`src/rtl/tse_speed_ctrl.sv`:
```
// Per-port speed-mode controller for TSE MACs: synchronises PHY speed requests,
// debounces them and commits each new speed behind a MAC quiesce window.
module tse_speed_ctrl #(
  parameter int unsigned NUM_PORTS     = 2,
  parameter int unsigned SYNC_STAGES   = 2,
  parameter int unsigned STABLE_CYCLES = 16,
  parameter int unsigned HOLD_CYCLES   = 8
) (
  input  logic                 clk_clk,
  input  logic                 reset_reset_n,
  input  logic [NUM_PORTS-1:0] set_10,
  input  logic [NUM_PORTS-1:0] set_1000,
  output logic [NUM_PORTS-1:0] eth_mode,
  output logic [NUM_PORTS-1:0] ena_10,
  output logic [NUM_PORTS-1:0] mac_en,
  output logic [NUM_PORTS-1:0] speed_chg,
  output logic [NUM_PORTS-1:0] busy
);

  localparam int unsigned CNT_MAX_VAL = (STABLE_CYCLES > HOLD_CYCLES) ? STABLE_CYCLES : HOLD_CYCLES;
  localparam int unsigned CNT_W       = $clog2(CNT_MAX_VAL + 1);
  localparam logic [CNT_W-1:0] STABLE_C  = CNT_W'(STABLE_CYCLES);
  localparam logic [CNT_W-1:0] HOLD_LAST = CNT_W'(HOLD_CYCLES - 1);
  localparam logic [CNT_W-1:0] CNT_ONE   = CNT_W'(1);
  localparam bit PARAMS_OK = (NUM_PORTS >= 1) && (NUM_PORTS <= 8) &&
                             (SYNC_STAGES >= 2) && (SYNC_STAGES <= 4) &&
                             (STABLE_CYCLES >= 1) && (HOLD_CYCLES >= 1);

  typedef enum logic [1:0] {
    ST_INIT    = 2'd0,
    ST_ACTIVE  = 2'd1,
    ST_QUALIFY = 2'd2,
    ST_QUIESCE = 2'd3
  } state_e;

  typedef enum logic [1:0] {
    SPD_H = 2'b00,
    SPD_T = 2'b01,
    SPD_G = 2'b10
  } speed_e;

  function automatic logic [CNT_W-1:0] sat_inc(input logic [CNT_W-1:0] v);
    return (v == {CNT_W{1'b1}}) ? v : v + CNT_ONE;
  endfunction

  // Synchroniser chains; vld_q tracks pipeline fill so INIT ignores pre-reset garbage
  logic [SYNC_STAGES-1:0] s10_q   [NUM_PORTS];
  logic [SYNC_STAGES-1:0] s1000_q [NUM_PORTS];
  logic [SYNC_STAGES-1:0] vld_q   [NUM_PORTS];

  always_ff @(posedge clk_clk or negedge reset_reset_n) begin
    if (!reset_reset_n) begin
      for (int unsigned p = 0; p < NUM_PORTS; p++) begin
        s10_q[p]   <= '0;
        s1000_q[p] <= '0;
        vld_q[p]   <= '0;
      end
    end else begin
      for (int unsigned p = 0; p < NUM_PORTS; p++) begin
        s10_q[p]   <= {s10_q[p][SYNC_STAGES-2:0], set_10[p]};
        s1000_q[p] <= {s1000_q[p][SYNC_STAGES-2:0], set_1000[p]};
        vld_q[p]   <= {vld_q[p][SYNC_STAGES-2:0], 1'b1};
      end
    end
  end

  speed_e               req_c [NUM_PORTS];
  logic [NUM_PORTS-1:0] req_vld_c;

  always_comb begin
    for (int unsigned p = 0; p < NUM_PORTS; p++) begin
      req_vld_c[p] = vld_q[p][SYNC_STAGES-1];
      if (s1000_q[p][SYNC_STAGES-1]) begin
        req_c[p] = SPD_G;
      end else if (s10_q[p][SYNC_STAGES-1]) begin
        req_c[p] = SPD_T;
      end else begin
        req_c[p] = SPD_H;
      end
    end
  end

  state_e               state_q [NUM_PORTS];
  state_e               state_d [NUM_PORTS];
  speed_e               cand_q  [NUM_PORTS];
  speed_e               cand_d  [NUM_PORTS];
  speed_e               comm_q  [NUM_PORTS];
  speed_e               comm_d  [NUM_PORTS];
  logic [CNT_W-1:0]     cnt_q   [NUM_PORTS];
  logic [CNT_W-1:0]     cnt_d   [NUM_PORTS];
  logic [NUM_PORTS-1:0] eth_mode_q, eth_mode_d;
  logic [NUM_PORTS-1:0] ena_10_q, ena_10_d;
  logic [NUM_PORTS-1:0] mac_en_q, mac_en_d;
  logic [NUM_PORTS-1:0] speed_chg_q, speed_chg_d;
  logic [NUM_PORTS-1:0] busy_q, busy_d;

  always_ff @(posedge clk_clk or negedge reset_reset_n) begin
    if (!reset_reset_n) begin
      for (int unsigned p = 0; p < NUM_PORTS; p++) begin
        state_q[p] <= ST_INIT;
        cand_q[p]  <= SPD_H;
        comm_q[p]  <= SPD_H;
        cnt_q[p]   <= '0;
      end
      eth_mode_q  <= '0;
      ena_10_q    <= '0;
      mac_en_q    <= '0;
      speed_chg_q <= '0;
      busy_q      <= '1;
    end else begin
      state_q     <= state_d;
      cand_q      <= cand_d;
      comm_q      <= comm_d;
      cnt_q       <= cnt_d;
      eth_mode_q  <= eth_mode_d;
      ena_10_q    <= ena_10_d;
      mac_en_q    <= mac_en_d;
      speed_chg_q <= speed_chg_d;
      busy_q      <= busy_d;
    end
  end

  // Per-port next state; cnt_q counts qualification cycles, then quiesce cycles
  always_comb begin
    state_d     = state_q;
    cand_d      = cand_q;
    comm_d      = comm_q;
    cnt_d       = cnt_q;
    mac_en_d    = mac_en_q;
    speed_chg_d = '0;
    eth_mode_d  = eth_mode_q;
    ena_10_d    = ena_10_q;
    busy_d      = busy_q;
    for (int unsigned p = 0; p < NUM_PORTS; p++) begin
      case (state_q[p])
        ST_INIT: begin
          if (req_vld_c[p]) begin
            if (req_c[p] != cand_q[p]) begin
              cand_d[p] = req_c[p];
              cnt_d[p]  = CNT_ONE;
            end else begin
              cnt_d[p] = sat_inc(cnt_q[p]);
            end
            if (cnt_d[p] >= STABLE_C) begin
              state_d[p]     = ST_ACTIVE;
              comm_d[p]      = cand_d[p];
              cnt_d[p]       = '0;
              mac_en_d[p]    = 1'b1;
              speed_chg_d[p] = 1'b1;
            end
          end
        end
        ST_ACTIVE: begin
          if (req_c[p] != comm_q[p]) begin
            state_d[p] = ST_QUALIFY;
            cand_d[p]  = req_c[p];
            cnt_d[p]   = CNT_ONE;
            if (CNT_ONE >= STABLE_C) begin
              state_d[p]  = ST_QUIESCE;
              cnt_d[p]    = '0;
              mac_en_d[p] = 1'b0;
            end
          end
        end
        ST_QUALIFY: begin
          if (req_c[p] == comm_q[p]) begin
            state_d[p] = ST_ACTIVE;
            cnt_d[p]   = '0;
          end else begin
            if (req_c[p] != cand_q[p]) begin
              cand_d[p] = req_c[p];
              cnt_d[p]  = CNT_ONE;
            end else begin
              cnt_d[p] = sat_inc(cnt_q[p]);
            end
            if (cnt_d[p] >= STABLE_C) begin
              state_d[p]  = ST_QUIESCE;
              cnt_d[p]    = '0;
              mac_en_d[p] = 1'b0;
            end
          end
        end
        ST_QUIESCE: begin
          mac_en_d[p] = 1'b0;
          if (cnt_q[p] == HOLD_LAST) begin
            state_d[p]     = ST_ACTIVE;
            comm_d[p]      = cand_q[p];
            cnt_d[p]       = '0;
            mac_en_d[p]    = 1'b1;
            speed_chg_d[p] = 1'b1;
          end else begin
            cnt_d[p] = sat_inc(cnt_q[p]);
          end
        end
        default: begin
          state_d[p] = ST_INIT;
          cnt_d[p]   = '0;
        end
      endcase
      eth_mode_d[p] = (comm_d[p] == SPD_G);
      ena_10_d[p]   = (comm_d[p] == SPD_T);
      busy_d[p]     = (state_d[p] != ST_ACTIVE);
    end
  end

  assign eth_mode  = eth_mode_q;
  assign ena_10    = ena_10_q;
  assign mac_en    = mac_en_q;
  assign speed_chg = speed_chg_q;
  assign busy      = busy_q;

  a_params_legal: assert property (@(posedge clk_clk) PARAMS_OK)
    else $error("tse_speed_ctrl: illegal parameter set");

endmodule

```
`config.mk`:
```
export PLATFORM = sky130hd
export DESIGN_NAME = tse_speed_ctrl
export DESIGN_NICKNAME = d
export VERILOG_FILES = /design/src/rtl/tse_speed_ctrl.sv
export SDC_FILE = /design/constraint.sdc
export NUM_CORES = 1
export LEC_CHECK = 0
export CELL_PAD_IN_SITES_DETAIL_PLACEMENT = 1
export CELL_PAD_IN_SITES_GLOBAL_PLACEMENT = 1
export CORE_MARGIN = 4
export CORE_UTILIZATION = 53
export CTS_CLUSTER_SIZE = 8
export DETAILED_ROUTE_END_ITERATION = 8
export DONT_BUFFER_PORTS = 1
export HOLD_SLACK_MARGIN = 0.08
export PLACE_DENSITY = 0.86
export SLEW_MARGIN = 20
export SYNTH_ARGS = -nofsm -noshare
export SYNTH_HDL_FRONTEND = slang
export SYNTH_SLANG_ARGS = --single-unit
export TNS_END_PERCENT = 5
```
`constraint.sdc`:
```
create_clock -name clk_clk -period 3.4 [get_ports clk_clk]
set_input_delay 0.68 -clock clk_clk [delete_from_list [all_inputs] [get_ports clk_clk]]
set_output_delay 0.68 -clock clk_clk [all_outputs]
set_load 0.005 [all_outputs]
```
==> results of run 1 <==
area by class of cell:
cell class | instances | area (um^2)
sequential | 42 | 1050
timing repair buffer | 1 | 20.0
tap | 50 | 62.6
fill | 466 | 1610
multi-input combinational | 177 | 1240
inverter | 11 | 41.3
clock buffer | 8 | 110
kinds of logic after synthesis:
| family | after synthesis | share of synthesized area (%) |
|---|---|---|
| flops | 42 | 44.7 |
| buf+inv | 15 | 2.44 |
| fa+ha+maj | 10 | 5.31 |
| mux | 5 | 2.55 |
| xor+xnor | 4 | 1.49 |
| simple gates | 77 | 18.3 |
| other cells | 1 | 0.159 |
| compound gates | 80 | 25.1 |
worst paths after layout:
kind                                 startpoint               endpoint  slack, ns  cells after the start
setup / recovery           cnt_q[0]$_DFFE_PN0P_  eth_mode[1]$_DFF_PN0_       1.21                      6
hold / removal                    reset_reset_n   cnt_q[6]$_DFFE_PN0P_       0.21                      1
setup reg to reg           cnt_q[0]$_DFFE_PN0P_  eth_mode[1]$_DFF_PN0_       1.21                      6
hold reg to reg            s1000_q[0]$_DFF_PN0_   s1000_q[1]$_DFF_PN0_       0.35                      0
max in group asynchronous         reset_reset_n   cnt_q[2]$_DFFE_PN0P_       2.98                      1
min in group clk_clk       s1000_q[0]$_DFF_PN0_   s1000_q[1]$_DFF_PN0_       0.35                      0
through the flow:
| step | hold slack (ns) | setup slack [ns] | instances | total power (uW) |
|---|---|---|---|---|
| floorplan | 0.331 | 1.56 | 234 | 616 |
| global placement | 0.334 | 1.42 | 280 | 633 |
| detailed placement | 0.338 | 1.25 | 280 | 642 |
| CTS | 0.206 | 1.20 | 289 | 1030 |
| global route | 0.192 | 0.997 | 289 | 1070 |
| finish | 0.211 | 1.21 | 289 | 1020 |
power breakdown:
group	leakage [uW]	switching (uW)	internal, uW
Clock	0.0000575	168	205
Combinational	0.000483	56.3	40.9
Sequential	0.000543	28.6	520
Total	0.00108	253	766
registers in the layout, summed over array words and instances (netlist names):
register   cells
ena_10         2
s1000_q        4
req_vld_c      1
comm_q         4
mac_en         2
busy           2
cnt_q         10
speed_chg      2
eth_mode       2
state_q        4
s10_q          4
vld_q          1
cand_q         4
repair_timing:
action,4_1_cts,5_1_grt
endpoints found under the hold margin,40,0
setup buffers,0,0
hold buffers,1,0
critical path, delay by kind of cell, from the launching register on:
| family | cells | cell delay (ns) |
|---|---|---|
| adders and majority gates | 1 | 0.30 |
| DFF | 1 | 0.42 |
| and+or+nand+nor | 1 | 0.68 |
| AOI/OAI and AO/OA | 4 | 0.71 |
synth_stat cells, types with 2 or more instances:
library cell | n | share of area [%]
sky130_fd_sc_hd__a211o_1 | 3 | 1.1
sky130_fd_sc_hd__a211oi_1 | 7 | 2.2
sky130_fd_sc_hd__a21boi_0 | 3 | 0.96
sky130_fd_sc_hd__a21o_1 | 3 | 0.96
sky130_fd_sc_hd__a21oi_1 | 20 | 4.2
sky130_fd_sc_hd__a221o_1 | 2 | 0.85
sky130_fd_sc_hd__a22o_1 | 3 | 1.1
sky130_fd_sc_hd__a311o_1 | 2 | 0.85
sky130_fd_sc_hd__a31o_2 | 3 | 1.1
sky130_fd_sc_hd__a32o_1 | 2 | 0.85
sky130_fd_sc_hd__and3_1 | 4 | 1.1
sky130_fd_sc_hd__clkbuf_1 | 3 | 0.48
sky130_fd_sc_hd__dfrtp_1 | 40 | 42
sky130_fd_sc_hd__dfstp_2 | 2 | 2.2
sky130_fd_sc_hd__ha_1 | 10 | 5.3
sky130_fd_sc_hd__inv_1 | 11 | 1.8
sky130_fd_sc_hd__mux2_2 | 4 | 1.9
sky130_fd_sc_hd__nand2_1 | 23 | 3.7
sky130_fd_sc_hd__nand2b_1 | 3 | 0.80
sky130_fd_sc_hd__nand3_1 | 5 | 1.1
sky130_fd_sc_hd__nand4_1 | 3 | 0.80
sky130_fd_sc_hd__nor2_1 | 18 | 2.9
sky130_fd_sc_hd__nor3_1 | 3 | 0.64
sky130_fd_sc_hd__nor3b_1 | 2 | 0.64
sky130_fd_sc_hd__nor4bb_1 | 2 | 0.85
sky130_fd_sc_hd__o21a_1 | 2 | 0.64
sky130_fd_sc_hd__o21ai_0 | 8 | 1.7
sky130_fd_sc_hd__o2bb2ai_1 | 2 | 0.74
sky130_fd_sc_hd__o31ai_1 | 2 | 0.64
sky130_fd_sc_hd__or3_1 | 2 | 0.53
sky130_fd_sc_hd__xnor2_1 | 3 | 1.1
metal layers:
metal  up-vias  part of all wire [%]
met5         -                     0
met4         0                   1.3
met3         9                   4.2
met2        47                    47
met1       931                    47
li1        891                     -
==> insert_results.sql, run 1 <==
INSERT INTO impl_metrics (metric_group, metric, value, unit) VALUES
('global_routing', 'use_met3', '5.74', '%'),
('critical_path', 'worst_setup_path_start_kind', 'flop', ''),
('floorplanning', 'placementRows', '23', ''),
('cells_and_area', 'fin_area', '2530', 'um^2'),
('floorplanning', 'dieArea', '5580', 'um^2'),
('cells_and_area', 'drive_gt1_share', '11.7', '%'),
('sta', 'setup_tns', '0', 'ns'),
('flow_run', 'maxCapViolations', '0', ''),
('drt', 'route.final.wire_length', '5.62', 'mm'),
('cts', 'cts-resized-gates', '0', ''),
('sta', 'fmaxAchievable', '456', 'MHz'),
('drt', 'drtIter0Drc', '122', ''),
('drt', 'firstDrtPassIters', '4', ''),
('cts', 'cts_made_buffers', '5', ''),
('drt', 'drc', '0', ''),
('critical_path', 'timing.critical_path.cells', 'ha_1 -> nor4bb_1 -> a41o_1 -> o41a_1 -> o31ai_1 -> a21boi_0', ''),
('critical_path', 'crit_path_top_delay_cell', 'sky130_fd_sc_hd__nor4bb_1', ''),
('power_and_ir_drop', 'cellPowerDensity', '402', 'nW/um^2'),
('global_routing', 'grtUsageTotal', '22.9', '%'),
('cells_and_area', 'final_net_count', '254', ''),
('cts', 'clk_path_buf_depth', '2', ''),
('floorplanning', 'die_width', '74.7', 'um'),
('sta', 'fin_skew', '0.00840', 'ns'),
('global_routing', 'antenna_found_initial', '0', ''),
('sta', 'max_slew_margin', '51.6', '%'),
('synthesis', 'mappedNetlistNets', '250', ''),
('cts', 'numClockSinks', '42', ''),
('critical_path', 'timing.critical_path.fanout_max', '7', ''),
('critical_path', 'crit_arrival', '2.41', 'ns'),
('synthesis', 'yosys_warnings', '0', ''),
('synthesis', 'synth_flop_cell', 'sky130_fd_sc_hd__dfrtp_1', ''),
('sta', 'final.period_utilization', '64.5', '%'),
('floorplanning', 'core_region_area', '4140', 'um^2'),
('drt', 'postRouteAntennaNets', '0', ''),
('floorplanning', 'pin_count', '16', ''),
('floorplanning', 'initial_core_util', '56.9', '%'),
('floorplanning', 'die-height', '74.7', 'um'),
('cts', 'htree_num_levels', '2', ''),
('sta', 'setup_viol', '0', ''),
('sta', 'hold_viol', '0', ''),
('synthesis', 'netlist_area', '2360', 'um^2'),
('critical_path', 'critPathRequiredTime', '3.62', 'ns'),
('drt', 'post_drt_via_cell_ratio', '6.50', ''),
('critical_path', 'setup.worst_path.class', 'flop to flop', ''),
('synthesis', 'synth.lib_cells_used.distinct', '65', ''),
('drt', 'routed_wire_length_per_instance', '19.4', 'um'),
('cts', 'cts.reportedPaths.clkPinSlew', '0.08', 'ns'),
('sta', 'least_margin_pin_slew', '0.717', 'ns'),
('synthesis', 'syn_inst', '234', ''),
('placement', 'dpl-instance-area', '2400', 'um^2'),
('cells_and_area', 'area_growth_syn_to_layout', '7.49', '%'),
('status', 'status', 'complete, no violations', ''),
('min_path', 'hold_path.class', 'primary input to async pin', ''),
('critical_path', 'cp_capture_type', 'flop', ''),
('sta', 'timing_max_transition_violations_final', '0', ''),
('power_and_ir_drop', 'static-leakage-power', '0.00108', 'uW'),
('placement', 'buffer_ports.inserted', '0', ''),
('placement', 'place_congestion', '0.895', ''),
('global_routing', 'globalRoute.totalOverflow', '0', ''),
('drt', 'route.vias.total', '1878', ''),
('global_routing', 'grt_use_met1', '31.5', '%'),
('global_routing', 'global_route_wire_length_before_repair', '9.63', 'mm'),
('synthesis', 'synth-async-reset-ratio', '100', '%'),
('cts', 'tritoncts', 'done', ''),
('cells_and_area', 'diodes', '0', ''),
('sta', 'final.min_clock_period', '2.19', 'ns'),
('global_routing', 'first_global_vias', '1940', ''),
('global_routing', 'grt.met2_usage', '36.4', '%'),
('cells_and_area', 'layout_common_cells', 'sky130_fd_sc_hd__dfrtp_1, sky130_fd_sc_hd__nand2_1, sky130_fd_sc_hd__a21oi_1, sky130_fd_sc_hd__nor2_1, sky130_fd_sc_hd__inv_1', ''),
('global_routing', 'largest_net_degree_at_the_start_of_global_routing', '41', ''),
('synthesis', 'syn_area_per_cell', '10.1', 'um^2'),
('global_routing', 'busiest_layer', 'met2', ''),
('synthesis', 'seq_area_frac_synth', '44.7', '%'),
('cts', 'clock_tree.root_cell', 'sky130_fd_sc_hd__clkbuf_8', ''),
('cells_and_area', 'finish.utilization', '61.1', '%'),
('cells_and_area', 'layout.cells.most_common', 'sky130_fd_sc_hd__dfrtp_1', ''),
('placement', 'post-dp-hpwl', '3.99', 'mm'),
('cts', 'skew_pair_late_insertion_delay', '0.30', 'ns'),
('synthesis', 'postSynthRegisterBits', '42', ''),
('critical_path', 'critPathMaxStageDelay', '0.68', 'ns'),
('power_and_ir_drop', 'ir_worst_vdd', '0.000313', 'V'),
('synthesis', 'count_of_flip_flops_with_a_built_in_enable_after_synthesis', '0', ''),
('sta', 'grt_setup_unrepaired', 'no', '');
No activity file was read; power rests on OpenSTA's default activity.
==> inputs of run 2 (changes only) <==
--- a/config.mk
+++ b/config.mk
@@ -8,12 +8,12 @@
 export CELL_PAD_IN_SITES_DETAIL_PLACEMENT = 1
 export CELL_PAD_IN_SITES_GLOBAL_PLACEMENT = 1
 export CORE_MARGIN = 4
-export CORE_UTILIZATION = 53
+export CORE_UTILIZATION = 45
 export CTS_CLUSTER_SIZE = 8
 export DETAILED_ROUTE_END_ITERATION = 8
 export DONT_BUFFER_PORTS = 1
 export HOLD_SLACK_MARGIN = 0.08
-export PLACE_DENSITY = 0.86
+export PLACE_DENSITY = 0.78
 export SLEW_MARGIN = 20
 export SYNTH_ARGS = -nofsm -noshare
 export SYNTH_HDL_FRONTEND = slang
==> constraint.sdc (replaced) <==
create_clock -name clk_clk -period 1.8 [get_ports clk_clk]
set_input_delay 0.36 -clock clk_clk [delete_from_list [all_inputs] [get_ports clk_clk]]
set_output_delay 0.36 -clock clk_clk [all_outputs]
set_load 0.005 [all_outputs]
==> insert_results.sql, run 2 (synthesized netlist as in run 1, its figures left out) <==
INSERT INTO impl_metrics (metric_group, metric, value, unit) VALUES
('sta', 'grt_setup_unrepaired', 'yes', ''),
('critical_path', 'startpoint_of_the_worst_setup_timing_path', 'cand_q[3]$_DFFE_PN0P_', ''),
('sta', 'max_slew_margin', '64.0', '%'),
('floorplanning', 'die-height', '80.4', 'um'),
('global_routing', 'antenna_found_initial', '0', ''),
('critical_path', 'cp_capture_type', 'flop', ''),
('global_routing', 'use_met3', '4.82', '%'),
('sta', 'finalWorstSetupSlack', '-0.188', 'ns'),
('cells_and_area', 'final_net_count', '302', ''),
('floorplanning', 'initial_core_util', '46.4', '%'),
('sta', 'hold_viol', '0', ''),
('cells_and_area', 'diodes', '0', ''),
('critical_path', 'critPathRequiredTime', '1.99', 'ns'),
('global_routing', 'globalRoute.totalOverflow', '0', ''),
('cells_and_area', 'layout.cells.most_common', 'sky130_fd_sc_hd__buf_4', ''),
('global_routing', 'global_route_wire_length_before_repair', '10.9', 'mm'),
('critical_path', 'timing.critical_path.cells', 'nor4_4 -> nor3_2 -> o21a_1 -> or3b_4 -> mux2_4', ''),
('critical_path', 'critical-path-top-delay-family', 'simple AND/OR/NAND/NOR gates', ''),
('cells_and_area', 'area_growth_syn_to_layout', '32.8', '%'),
('sta', 'least_margin_pin_slew', '0.537', 'ns'),
('floorplanning', 'dieArea', '6460', 'um^2'),
('sta', 'final.min_clock_period', '1.99', 'ns'),
('cts', 'tritoncts', 'done', ''),
('cells_and_area', 'number_of_flip_flops_under_the_largest_register_name', '10', ''),
('power_and_ir_drop', 'static-leakage-power', '0.00136', 'uW'),
('cells_and_area', 'seqCellArea', '1060', 'um^2'),
('cells_and_area', 'drive_gt1_share', '34.5', '%'),
('critical_path', 'crit_path_top_delay_cell', 'sky130_fd_sc_hd__dfrtp_2', ''),
('global_routing', 'grt.met2_usage', '34.6', '%'),
('cells_and_area', 'layout_common_cells', 'sky130_fd_sc_hd__buf_4, sky130_fd_sc_hd__dfrtp_1, sky130_fd_sc_hd__nand2_1, sky130_fd_sc_hd__a21oi_1, sky130_fd_sc_hd__nor2_1', ''),
('sta', 'fmaxAchievable', '503', 'MHz'),
('critical_path', 'critical_path.reg2reg.startpoint', 'cand_q[3]$_DFFE_PN0P_', ''),
('drt', 'routed_wire_length_per_instance', '20.6', 'um'),
('drt', 'drtIter0Drc', '159', ''),
('drt', 'post_drt_via_cell_ratio', '6.03', ''),
('min_path', 'hold_path.class', 'flop to flop', ''),
('floorplanning', 'pin_count', '16', ''),
('global_routing', 'grtUsageTotal', '22.2', '%'),
('cells_and_area', 'area_taken_by_multi_input_logic_gates', '1410', 'um^2'),
('critical_path', 'worst_setup_path_start_kind', 'flop', ''),
('power_and_ir_drop', 'ir_worst_vdd', '0.000588', 'V'),
('floorplanning', 'die_width', '80.4', 'um'),
('critical_path', 'critical_path_buf_inv_count', '0', ''),
('placement', 'post-dp-hpwl', '4.51', 'mm'),
('drt', 'route.final.wire_length', '7.37', 'mm'),
('global_routing', 'grt_use_met1', '30.3', '%'),
('critical_path', 'crit_arrival', '2.18', 'ns'),
('cts', 'clk_path_buf_depth', '2', ''),
('placement', 'buffer_ports.inserted', '0', ''),
('status', 'status', 'complete, but fails checks', ''),
('global_routing', 'busiest_layer', 'met2', ''),
('min_path', 'hp-start', 'vld_q[0]$_DFF_PN0_', ''),
('drt', 'route.vias.total', '2154', ''),
('critical_path', 'critPathMaxStageDelay', '0.46', 'ns'),
('sta', 'hold_slack', '0.352', 'ns'),
('sta', 'final.period_utilization', '110', '%'),
('drt', 'firstDrtPassIters', '4', ''),
('cts', 'cts_made_buffers', '5', ''),
('cells_and_area', 'register_with_the_highest_flop_count', 'cnt_q', ''),
('placement', 'place_congestion', '0.944', ''),
('global_routing', 'largest_net_degree_at_the_start_of_global_routing', '43', ''),
('critical_path', 'timing.critical_path.fanout_max', '5', ''),
('cts', 'htree_num_levels', '2', ''),
('cells_and_area', 'layout.filler_cells', '556', ''),
('cts', 'skew_pair_late_insertion_delay', '0.30', 'ns'),
('global_routing', 'first_global_vias', '2202', ''),
('cts', 'clock_tree.root_cell', 'sky130_fd_sc_hd__clkbuf_8', ''),
('cts', 'cts.reportedPaths.clkPinSlew', '0.09', 'ns'),
('flow_run', 'maxCapViolations', '0', ''),
('floorplanning', 'core_region_area', '5070', 'um^2'),
('sta', 'timing_max_transition_violations_final', '0', ''),
('power_and_ir_drop', 'cellPowerDensity', '724', 'nW/um^2'),
('sta', 'setup_tns', '-0.770', 'ns'),
('drt', 'drc', '0', ''),
('drt', 'postRouteAntennaNets', '0', ''),
('floorplanning', 'placementRows', '26', ''),
('status', 'violations', 'negative setup slack', ''),
('sta', 'setup_viol', '13', ''),
('sta', 'fin_skew', '0.00618', 'ns'),
('cts', 'numClockSinks', '42', ''),
('critical_path', 'setup.worst_path.class', 'flop to flop', '');
## run 2: changes by cell type in the layout (fill, tap and decap cells not counted), moves of 4 or more
cell	before	now
sky130_fd_sc_hd__buf_4	0	43
sky130_fd_sc_hd__ha_1	10	6
sky130_fd_sc_hd__dlygate4sd3_1	0	5
sky130_fd_sc_hd__a211oi_1	7	3
sky130_fd_sc_hd__dfrtp_1	40	36
sky130_fd_sc_hd__dfrtp_2	0	4
## run 2: final timing paths
check | to | slack, ns | cells after the start
max | mac_en[0]$_DFFE_PN0P_ | -0.19 | 5
min | req_vld_c[0]$_DFF_PN0_ | 0.35 | 0
max reg2reg | mac_en[0]$_DFFE_PN0P_ | -0.19 | 5
min reg2reg | req_vld_c[0]$_DFF_PN0_ | 0.35 | 0
max in group asynchronous | busy[0]$_DFF_PN1_ | 1.01 | 2
min in group asynchronous | mac_en[1]$_DFFE_PN0P_ | 0.51 | 2
## run 2: layout make-up
cell class              instances  share of cell area, %
repair buffers                 49                   12.6
multi-input cells             177                   44.9
inverters                      11                   1.32
flip-flops and latches         42                   33.8
clock buffers                   6                   2.64
well taps                      70                   2.80
clock inverters                 2                   1.92
## run 2: power by group
group	switching, uW	leakage [uW]	internal (uW)
combinational	145	0.000752	138
clock	356	0.0000714	592
sequential	50.8	0.000538	983
## run 2: what timing repair did
action,in CTS,in global routing
setup buffers,2,1
hold buffers,4,2
resized for setup,7,25
endpoints found under the hold margin,44,2
cloned,0,0
endpoints found under the setup margin,15,28
pin swaps,2,12
## run 2: stage by stage
stage	worst slack, ns	cells	power (uW)	util (%)	instance area, um^2
detailed placement	-0.0965	340	1260	54.3	2750
global placement	-0.0931	340	1250	54.3	2750
finish	-0.188	357	2260	61.7	3130
global route	-0.227	357	2360	61.7	3130
CTS	-0.0900	354	2230	58.8	2990
floorplan	0.000383	234	1170	-	2380
## run 2: layer usage
layer | wire length, um | vias up
met3 | 330 | 15
met2 | 3590 | 68
li1 | - | 983
met5 | 0 | -
met4 | 174 | 0
met1 | 3270 | 1088
